[src/rtl/soc_interrupt_handler_pkg.sv]
// Shared types and sizing helpers for the core-side SoC interrupt handler.
// Imported by the bus interface, the priority encoder and the handler FSM.
package soc_int_pkg;

    localparam int TAKEN_CNT_W = 16;
    localparam int HOLDOFF_W   = 4;

    typedef enum logic [1:0] {
        ST_IDLE    = 2'd0,
        ST_REQ     = 2'd1,
        ST_SERVICE = 2'd2,
        ST_HOLDOFF = 2'd3
    } int_hdl_state_t;

    // A single interrupt line still needs a one-bit cause field.
    function automatic int int_cause_w(input int num_ints);
        return (num_ints > 1) ? $clog2(num_ints) : 1;
    endfunction

    localparam int INT_CAUSE_W = int_cause_w(32);

endpackage

[src/rtl/soc_interrupt_handler_if.sv]
// Interrupt bus between the SoC controller/core (master) and the handler (slave).
// Carries the pending vector, core status and the trap req/ack/mret handshake.
interface soc_interrupt_handler_if
    import soc_int_pkg::*;
#(
    parameter int NUM_INTS = 32
);

    localparam int CW = int_cause_w(NUM_INTS);

    logic [NUM_INTS-1:0]    int_pending;
    logic                   core_int_enable;
    logic                   core_halt;
    logic                   trap_req;
    logic [CW-1:0]          trap_cause;
    logic                   trap_ack;
    logic                   mret;
    logic                   in_service;
    logic [TAKEN_CNT_W-1:0] taken_count;

    modport master (
        output int_pending,
        output core_int_enable,
        output core_halt,
        output trap_ack,
        output mret,
        input  trap_req,
        input  trap_cause,
        input  in_service,
        input  taken_count
    );

    modport slave (
        input  int_pending,
        input  core_int_enable,
        input  core_halt,
        input  trap_ack,
        input  mret,
        output trap_req,
        output trap_cause,
        output in_service,
        output taken_count
    );

endinterface

[src/rtl/soc_interrupt_handler_prio_enc.sv]
// Fixed-priority encoder: picks the lowest (PRIORITY_LSB=1) or highest set index.
// Purely combinational; valid_o flags that at least one line is pending.
module soc_int_priority_enc
    import soc_int_pkg::*;
#(
    parameter int NUM_INTS     = 32,
    parameter bit PRIORITY_LSB = 1'b1
) (
    input  logic [NUM_INTS-1:0]              vec_i,
    output logic [int_cause_w(NUM_INTS)-1:0] idx_o,
    output logic                             valid_o
);

    localparam int CW = int_cause_w(NUM_INTS);

    // Scan towards the winning end so the last hit overwrites earlier ones.
    always_comb begin
        idx_o   = '0;
        valid_o = |vec_i;
        if (PRIORITY_LSB) begin
            for (int i = NUM_INTS - 1; i >= 0; i--) begin
                if (vec_i[i]) begin
                    idx_o = CW'(i);
                end
            end
        end else begin
            for (int i = 0; i < NUM_INTS; i++) begin
                if (vec_i[i]) begin
                    idx_o = CW'(i);
                end
            end
        end
    end

endmodule

[src/rtl/soc_interrupt_handler.sv]
// Core-side interrupt endpoint: arbitrates the pending vector, runs the trap
// req/ack handshake and holds off re-entry for HOLDOFF_CYCLES after mret.
//
// state      | meaning
// -----------+---------------------------------------------------------------
// ST_IDLE    | waiting for an enabled pending line while MIE=1 and not halted
// ST_REQ     | trap_req raised, cause frozen until ack or withdraw
// ST_SERVICE | handler running, pending vector ignored until mret
// ST_HOLDOFF | post-mret quiet period so a late flag clear cannot re-trigger
module soc_interrupt_handler
    import soc_int_pkg::*;
#(
    parameter int NUM_INTS       = 32,
    parameter int HOLDOFF_CYCLES = 2,
    parameter bit PRIORITY_LSB   = 1'b1
) (
    input logic                     clk,
    input logic                     res,
    soc_interrupt_handler_if.slave  irq_bus
);

    localparam int                   CW        = int_cause_w(NUM_INTS);
    localparam logic [HOLDOFF_W-1:0] HOLD_INIT = HOLDOFF_W'(HOLDOFF_CYCLES);

    int_hdl_state_t         state_q, state_d;
    logic [CW-1:0]          cause_q, cause_d;
    logic [HOLDOFF_W-1:0]   hold_q, hold_d;
    logic [TAKEN_CNT_W-1:0] cnt_q, cnt_d;
    logic                   req_q;
    logic                   svc_q;

    logic [CW-1:0]          enc_idx;
    logic                   enc_valid;
    logic                   arb_ok;
    logic                   cause_pending;
    logic                   withdraw;

    soc_int_priority_enc #(
        .NUM_INTS     (NUM_INTS),
        .PRIORITY_LSB (PRIORITY_LSB)
    ) u_enc (
        .vec_i   (irq_bus.int_pending),
        .idx_o   (enc_idx),
        .valid_o (enc_valid)
    );

    assign arb_ok        = irq_bus.core_int_enable && !irq_bus.core_halt && enc_valid;
    assign cause_pending = irq_bus.int_pending[cause_q];
    assign withdraw      = !cause_pending || !irq_bus.core_int_enable || irq_bus.core_halt;

    always_comb begin
        state_d = state_q;
        cause_d = cause_q;
        hold_d  = hold_q;
        cnt_d   = cnt_q;

        case (state_q)
            ST_IDLE: begin
                if (arb_ok) begin
                    state_d = ST_REQ;
                    cause_d = enc_idx;
                end
            end

            ST_REQ: begin
                // An ack in the same cycle as a withdraw condition still wins.
                if (irq_bus.trap_ack) begin
                    state_d = ST_SERVICE;
                    if (cnt_q != {TAKEN_CNT_W{1'b1}}) begin
                        cnt_d = cnt_q + 1'b1;
                    end
                end else if (withdraw) begin
                    state_d = ST_IDLE;
                end
            end

            ST_SERVICE: begin
                if (irq_bus.mret) begin
                    if (HOLDOFF_CYCLES == 0) begin
                        state_d = ST_IDLE;
                    end else begin
                        state_d = ST_HOLDOFF;
                        hold_d  = HOLD_INIT;
                    end
                end
            end

            ST_HOLDOFF: begin
                // The final holdoff cycle doubles as the arbitration slot, so a
                // request appears HOLDOFF_CYCLES+1 cycles after mret.
                if (hold_q <= HOLDOFF_W'(1)) begin
                    hold_d = '0;
                    if (arb_ok) begin
                        state_d = ST_REQ;
                        cause_d = enc_idx;
                    end else begin
                        state_d = ST_IDLE;
                    end
                end else begin
                    hold_d = hold_q - 1'b1;
                end
            end

            default: begin
                state_d = ST_IDLE;
            end
        endcase
    end

    always_ff @(posedge clk) begin
        if (res) begin
            state_q <= ST_IDLE;
            cause_q <= '0;
            hold_q  <= '0;
            cnt_q   <= '0;
            req_q   <= 1'b0;
            svc_q   <= 1'b0;
        end else begin
            state_q <= state_d;
            cause_q <= cause_d;
            hold_q  <= hold_d;
            cnt_q   <= cnt_d;
            req_q   <= (state_d == ST_REQ);
            svc_q   <= (state_d == ST_SERVICE);
        end
    end

    assign irq_bus.trap_req    = req_q;
    assign irq_bus.trap_cause  = cause_q;
    assign irq_bus.in_service  = svc_q;
    assign irq_bus.taken_count = cnt_q;

endmodule

[src/flat_wrapper.sv]
// flat-port wrapper written by rule: the top's interface ports become plain ports
module soc_interrupt_handler_flat import soc_int_pkg::*;
#(
    parameter int NUM_INTS       = 32,
    parameter int HOLDOFF_CYCLES = 2,
    parameter bit PRIORITY_LSB   = 1'b1
)
  (clk, res, irq_bus_int_pending, irq_bus_core_int_enable, irq_bus_core_halt, irq_bus_trap_ack, irq_bus_mret, irq_bus_trap_req, irq_bus_trap_cause, irq_bus_in_service, irq_bus_taken_count);
  soc_interrupt_handler_if #(.NUM_INTS(NUM_INTS)) irq_bus_i ();
  input logic clk;
  input logic res;
  input wire logic [$bits(irq_bus_i.int_pending)-1:0] irq_bus_int_pending;
  input wire logic [$bits(irq_bus_i.core_int_enable)-1:0] irq_bus_core_int_enable;
  input wire logic [$bits(irq_bus_i.core_halt)-1:0] irq_bus_core_halt;
  input wire logic [$bits(irq_bus_i.trap_ack)-1:0] irq_bus_trap_ack;
  input wire logic [$bits(irq_bus_i.mret)-1:0] irq_bus_mret;
  output wire logic [$bits(irq_bus_i.trap_req)-1:0] irq_bus_trap_req;
  output wire logic [$bits(irq_bus_i.trap_cause)-1:0] irq_bus_trap_cause;
  output wire logic [$bits(irq_bus_i.in_service)-1:0] irq_bus_in_service;
  output wire logic [$bits(irq_bus_i.taken_count)-1:0] irq_bus_taken_count;
  assign irq_bus_i.int_pending = irq_bus_int_pending;
  assign irq_bus_i.core_int_enable = irq_bus_core_int_enable;
  assign irq_bus_i.core_halt = irq_bus_core_halt;
  assign irq_bus_i.trap_ack = irq_bus_trap_ack;
  assign irq_bus_i.mret = irq_bus_mret;
  assign irq_bus_trap_req = irq_bus_i.trap_req;
  assign irq_bus_trap_cause = irq_bus_i.trap_cause;
  assign irq_bus_in_service = irq_bus_i.in_service;
  assign irq_bus_taken_count = irq_bus_i.taken_count;
  soc_interrupt_handler #(.NUM_INTS(NUM_INTS), .HOLDOFF_CYCLES(HOLDOFF_CYCLES), .PRIORITY_LSB(PRIORITY_LSB)) u_core (.clk(clk), .res(res), .irq_bus(irq_bus_i));
endmodule
[config.mk]
export PLATFORM = sky130hd
export DESIGN_NAME = soc_interrupt_handler_flat
export DESIGN_NICKNAME = d
export VERILOG_FILES = /design/src/rtl/soc_interrupt_handler_pkg.sv /design/src/rtl/soc_interrupt_handler_if.sv /design/src/rtl/soc_interrupt_handler_prio_enc.sv /design/src/rtl/soc_interrupt_handler.sv /design/src/flat_wrapper.sv
export SDC_FILE = /design/constraint.sdc
export NUM_CORES = 1
export LEC_CHECK = 0
export ABC_CLOCK_PERIOD_IN_PS = 2500
export CORE_ASPECT_RATIO = 1.1
export CORE_MARGIN = 2
export CORE_UTILIZATION = 30
export DETAILED_ROUTE_END_ITERATION = 10
export GPL_TIMING_DRIVEN = 0
export HOLD_SLACK_MARGIN = 0.05
export PLACE_DENSITY = 0.64
export SETUP_SLACK_MARGIN = 0.3
export SYNTH_ARGS = -nofsm -noshare
export SYNTH_HDL_FRONTEND = slang
export SYNTH_HIERARCHICAL = 1
export SYNTH_SLANG_ARGS = --single-unit
[constraint.sdc]
create_clock -name clk -period 2.5 [get_ports clk]
set_clock_uncertainty 0.2 [all_clocks]
set_input_delay 0.75 -clock clk [delete_from_list [all_inputs] [get_ports clk]]
set_output_delay 0.75 -clock clk [all_outputs]
set_load 0.02 [all_outputs]
==> impl_metrics.tcl, run 1 <==
set metrics [dict create \
    achievable-frequency_mhz 440.2 \
    die-height_um 91.16 \
    async_flop_share_pct 0 \
    finalMaxSlewViolations 0 \
    grt_pass1_wl_um 9494 \
    synth_area_leader_cell "dfxtp_1" \
    drcViolationCount 0 \
    antenna-diode-count 0 \
    synth.area.top_cells "dfxtp_1 28%, mux2i_1 11%, nor2_1 7.4%" \
    hold_slack_ns 0.3257 \
    ys_ff_latch 29 \
    largest_family_of_logic_cells_by_synthesized_area "simple AND/OR/NAND/NOR gates" \
    detail_route.wl_per_cell_um 13.98 \
    coreArea_mm2 0.006633 \
    synth.most_common_cell "nor2_1" \
    clk_pin_slew_worst_paths_ns 0.06 \
    wl_met2_um 2862 \
    synth-simple-area-share_pct 29.05 \
    totalNegativeSetupSlack_ns 0 \
    io_buffer_count 60 \
    cts-htree-levels 2 \
    grt_pass1_vias 2052 \
    critical-path-slowest-cell "or4_4" \
    num_vias 2234 \
    internal_power_mw 0.8214 \
    final_hold_viol_count 0 \
    drive_gt1_share_pct 23.44 \
    timing.critical_path.required_ns 2.47 \
    r2r.worst_path.cells 5 \
    grt_use_total_pct 15.14 \
    p_leak_nw 1.218 \
    critPathMaxFanout 5 \
    portion_of_the_post_synthesis_area_used_by_sequential_elements_pct 28.02 \
    wl_met3_um 391 \
    synth.net_count 294 \
    post-place-ws_ns -0.5263 \
    synth_ff_type "dfxtp_1" \
    gp_congestion 0.7892 \
    combPwrFrac_pct 19.1 \
    max_cap_viol_count 0 \
    area_growth_pct 50.85 \
    dr.max_layer_used "met4" \
    critPathArrivalTime_ns 2.24 \
    grt_setup_unrepaired "yes" \
    post_synth_mux_area_share_pct 14.98 \
    p_seq_share_pct 42.7 \
    cpPeakStageDelay_ns 0.55 \
    pwr_density_cell_mw_per_mm2 354.1 \
    clkPwrFrac_pct 38.2 \
    clkLatencyLatePin_ns 0.28 \
    crit_path_start_kind "input pin" \
    timing.critical_path.to_type "flip-flop" \
    grt_max_degree 11 \
    total_switching_power_mw 0.2854 \
    gr-total-overflow 0 \
    postSynthCellCount 253 \
    switching_share_pct 25.79 \
    cts_hold_buf 0 \
    worstSetupPathType "input pin to flip-flop" \
    wl_um 5859 \
    cts_made_buffers 5 \
    die-area_mm2 0.007588 \
    detail_route.first_pass.iterations 4 \
    min_delay_path_depth 2 \
    initialDrtViolationCount 115 \
    synth_cell_types 51 \
    via_per_inst 5.332 \
    run_status "complete, no violations" \
    post_synth.cell_area_avg_um2 8.190 \
    timing.hold.worst.class "flip-flop to flip-flop" \
    synth_area_in_compound_gates_pct 16.30 \
    initial_core_utilization_pct 31.24 \
    die_width_um 83.24 \
    synth_area_mm2 0.002072 \
    yosysWarnings 6 \
    final_critical_path_setup_slack_ns 0.2282 \
    antenna_violating_nets_post_route 0 \
    tightestPinTransition_ns 0.6675 \
    detailedPlacementHpwl_um 4266 \
    yosys.area_share.adder_pct 1.812 \
    slew-limit-headroom_pct 54.93 \
    wirelength_met1_um 2552 \
    rows 31 \
    synthDominantCellAreaShare_pct 28.02 \
    final_net_count 377 \
    grt_antenna_before_repair 0 \
    clock_tree.root_cell "clkbuf_8" \
    final_number_of_setup_violating_endpoints 0 \
    tritoncts "yes" \
    vdd.ir_drop.worst_mv 0.2366 \
    yosys-top-cells-count "41 x nor2_1, 29 x dfxtp_1, 22 x mux2i_1, 15 x nand2_1, 14 x a21oi_1" \
    synthXorXnorAreaFrac_pct 5.072 \
    top_level_ports 61 \
    synth_edf_count 0 \
    cts_buffer_depth 2 \
    fill_cells 665 \
    cts.sinks 29 \
    finalWorstPathRequiredPeriod_ns 2.272 \
    period_share_pct 90.87 \
    crit_path_cell_trace "buf_8, or4_4, nor3_4, nand4_1, nand2_2, a21oi_4, mux2i_1, nor2_1" \
]
-- timing repair --
action / in CTS / in global routing
buffers inserted: 12 / 4
pin swaps: 24 / 11
endpoints found under the setup margin: 39 / 24
gates resized for setup: 126 / 19
-- area by class of cell --
| cell class | instances | area (um^2) | area share (%) |
|---|---|---|---|
| Buffer | 9 | 70.07 | 2.242 |
| Clock buffer | 7 | 96.34 | 3.082 |
| Sequential cell | 29 | 580.6 | 18.57 |
| Timing Repair Buffer | 76 | 661.9 | 21.18 |
| Inverter | 10 | 37.54 | 1.201 |
| Tap cell | 82 | 102.6 | 3.283 |
| Multi-Input combinational cell | 205 | 1572 | 50.28 |
| Clock inverter | 1 | 5.005 | 0.1601 |
-- layer usage --
metal,GRT usage (%),vias to the layer above
met5,0,-
met4,3.689,0
met1,18.34,1052
met2,26.28,68
met3,4.455,4
li1,-,1110
-- sequential cells by signal, indices dropped and copies added (netlist names) --
signal	flops
u_core/irq_bus.taken_count	16
u_core/irq_bus.trap_cause	5
u_core/hold_q	4
u_core/state_q	2
u_core/irq_bus.in_service	1
u_core/irq_bus.trap_req	1
-- cells by family after synthesis --
group                      after synthesis
AOI/OAI and AO/OA                       49
muxes                                   26
adders and majority gates                3
and+or+nand+nor                        115
buffers and inverters                   19
DFF                                     29
xor gates and xnor gates                12
-- cells in the final DEF (no fill, tap or decap), drive strengths merged, types with 3 or more instances in the layout --
cell type and count:
xnor2 12, nand2 15, or4 5, dfxtp 29, nor3 13, a21oi 15, inv 10, mux2i 22
buf 31, o31ai 6, clkdlybuf4s15 10, nor2b 3, mux4 4, ha 3, nand3 7, clkdlybuf4s50 6
nor2 41, clkbuf 13, nor3b 3, nor4 11, nand4 4, and3 3, o21ai 6, a211oi 5
dlygate4sd2 32
-- power groups by stage --
stage	combinational [mW]	sequential [mW]	clock, mW
global placement	0.199	0.482	0
global route	0.230	0.473	0.459
floorplan	0.0883	0.486	0
finish	0.211	0.472	0.423
CTS	0.203	0.472	0.440
detailed placement	0.200	0.482	0
-- worst paths after layout --
check | start | end | slack, ns
worst min-delay path | u_core/hold_q[1]$_SDFFE_PP0P_ | u_core/hold_q[1]$_SDFFE_PP0P_ | 0.33
worst max-delay path | irq_bus_int_pending[17] | u_core/irq_bus.trap_cause[0]$_SDFFE_PP0P_ | 0.23
worst min register to register | u_core/hold_q[1]$_SDFFE_PP0P_ | u_core/hold_q[1]$_SDFFE_PP0P_ | 0.33
worst max register to register | u_core/irq_bus.trap_cause[1]$_SDFFE_PP0P_ | u_core/irq_bus.trap_req$_SDFF_PP0_ | 0.33
-- through the flow --
stage               total power [mW]  instances  cell area, um^2  utilization [%]
finish                         1.107        419             3126            47.12
global route                   1.161        419             3126            47.12
CTS                            1.115        415             3058            46.10
detailed placement            0.6826        395             2785            41.99
global placement              0.6809        395             2785            41.99
floorplan                     0.5747        253             2082                -
-- worst max-delay path: cells and delay by family --
kind / cells / cell delay (ns)
buffers and inverters: 1 / 0.09
multiplexers: 1 / 0.18
AND/OR/NAND/NOR: 5 / 1.15
AO/OA/AOI/OAI: 1 / 0.07
(Power assumes the default switching activity.)
==> run 2, diff against run 1 <==
Settings changed: DONT_BUFFER_PORTS from default to 1, PLACE_DENSITY 0.64 to 0.53, SETUP_SLACK_MARGIN 0.3 to 0.05.
==> impl_metrics.tcl, run 2 (same netlist as run 1, synthesis figures left out) <==
set metrics [dict create \
    run_status "complete, no violations" \
    final_net_count 301 \
    initialDrtViolationCount 130 \
    top_level_ports 61 \
    io_buffer_count 0 \
    antenna_violating_nets_post_route 0 \
    coreArea_mm2 0.006633 \
    wl_um 5090 \
    crit_family "simple AND/OR/NAND/NOR gates" \
    cpPeakStageDelay_ns 0.34 \
    initial_core_utilization_pct 31.24 \
    detail_route.wl_per_cell_um 14.88 \
    grt_setup_unrepaired "no" \
    fill_cells 681 \
    crit_path_cell_trace "nor4_1, nand3_1, nor3_2, nand4_1, nand2_1, nand3_1, a211oi_1" \
    gr-total-overflow 0 \
    clkLatencyLatePin_ns 0.28 \
    finalWorstPathRequiredPeriod_ns 2.266 \
    antenna-diode-count 0 \
    die_width_um 83.24 \
    clock_tree.root_cell "clkbuf_8" \
    layout_common_cells "41 x nor2_1, 29 x dfxtp_1, 22 x mux2i_1" \
    finalMaxSlewViolations 0 \
    grt_pass1_vias 1776 \
    drcViolationCount 0 \
    vdd.ir_drop.worst_mv 0.2384 \
    cts_buffer_depth 2 \
    timing.critical_path.required_ns 2.47 \
    detailedPlacementHpwl_um 3959 \
    grt_pass1_wl_um 8293 \
    timing.hold.worst.class "flip-flop to flip-flop" \
    die-area_mm2 0.007588 \
    clk_pin_slew_worst_paths_ns 0.06 \
    grt_max_degree 11 \
    period_share_pct 90.64 \
    critical-path-slowest-cell "nor4_1" \
    max_cap_viol_count 0 \
    final_critical_path_setup_slack_ns 0.2341 \
    tightestPinTransition_ns 0.7435 \
    critPathMaxFanout 4 \
    tritoncts "yes" \
    grt_antenna_before_repair 0 \
    grt_use_total_pct 13.22 \
    r2r.worst_path.cells 6 \
    cts_resized 0 \
    final_number_of_setup_violating_endpoints 0 \
    finalCoreUtilization_pct 34.09 \
    totalNegativeSetupSlack_ns 0 \
    cts_hold_buf 0 \
    crit_path_start_kind "input pin" \
    via_per_inst 5.509 \
    critPathBufInv 0 \
    cts_made_buffers 5 \
    final_common_cell "nor2_1" \
    cts.repair_timing.setup_buffer_count 0 \
    rows 31 \
    slew-limit-headroom_pct 49.81 \
    cts.sinks 29 \
    pwr_density_cell_mw_per_mm2 427.2 \
    flip_flop_count_of_the_largest_register_after_layout 16 \
    drive_gt1_share_pct 8.846 \
    post-place-ws_ns -0.04318 \
    p_leak_nw 0.7233 \
    worstSetupPathType "input pin to flip-flop" \
    area_growth_pct 9.118 \
    gp_congestion 0.7944 \
    crit_top_cell "nand3_1" \
    timing.critical_path.to_type "flip-flop" \
    cts-htree-levels 2 \
    die-height_um 91.16 \
    achievable-frequency_mhz 441.3 \
    final_hold_viol_count 0 \
    min_delay_path_depth 2 \
    num_vias 1884 \
    cp.depth 7 \
    critPathArrivalTime_ns 2.24 \
    detail_route.first_pass.iterations 4 \
]
## run 2: stage by stage
step	hold WS [ns]	power, mW	std cells	cell area, um^2
final	0.3200	0.9659	342	2261
after global routing	0.3601	1.011	342	2261
after CTS	0.3224	0.9862	342	2261
after detailed placement	0.3130	0.5929	335	2175
after global placement	0.3055	0.5925	335	2175
after floorplan	0.2782	0.5730	253	2072
## run 2: path summary, 6_finish.rpt
check	startpoint	slack, ns	endpoint
setup / recovery	irq_bus_int_pending[27]	0.23	u_core/irq_bus.in_service$_SDFF_PP0_
hold / removal	u_core/hold_q[1]$_SDFFE_PP0P_	0.32	u_core/hold_q[1]$_SDFFE_PP0P_
setup reg to reg	u_core/irq_bus.taken_count[4]$_SDFFE_PP0P_	0.25	u_core/irq_bus.taken_count[2]$_SDFFE_PP0P_
hold reg to reg	u_core/hold_q[1]$_SDFFE_PP0P_	0.32	u_core/hold_q[1]$_SDFFE_PP0P_
## run 2: area by class of cell
cell class                 count  area, um^2  area share (%)
tap                           82       102.6           4.538
clock buffer                   7       86.33           3.818
multi-input combinational    205        1393           61.59
buffer                         9       61.31           2.712
inverter                      10       37.54           1.660
sequential                    29       580.6           25.68
## run 2: worst min-delay path: cells and delay by family, from the launching register on
kind,cells,cell delay [ns]
AOI/OAI and AO/OA,1,0.07
DFF,1,0.31
buffers and inverters,1,0.09
## run 2: where the power goes
group	leakage, nW	internal, mW	switching, mW
registers	0.234	0.468	0.00963
logic	0.445	0.0520	0.0522
clock network	0.0443	0.218	0.166
total	0.723	0.738	0.228
## run 2: layer usage
metal | GRT usage, % | wire (um) | vias up
met5 | 0 | 0 | -
met4 | 4.781 | 15 | 0
met3 | 3.273 | 299 | 2
met2 | 21.30 | 2388 | 58
met1 | 17.11 | 2385 | 866
li1 | - | - | 958
==> run 3, diff against run 2 <==
Settings changed: CAP_MARGIN from default to 10, TNS_END_PERCENT from default to 5.
==> results of run 3 <==
No change in the layout: final DEF, timing and power equal those of run 2.
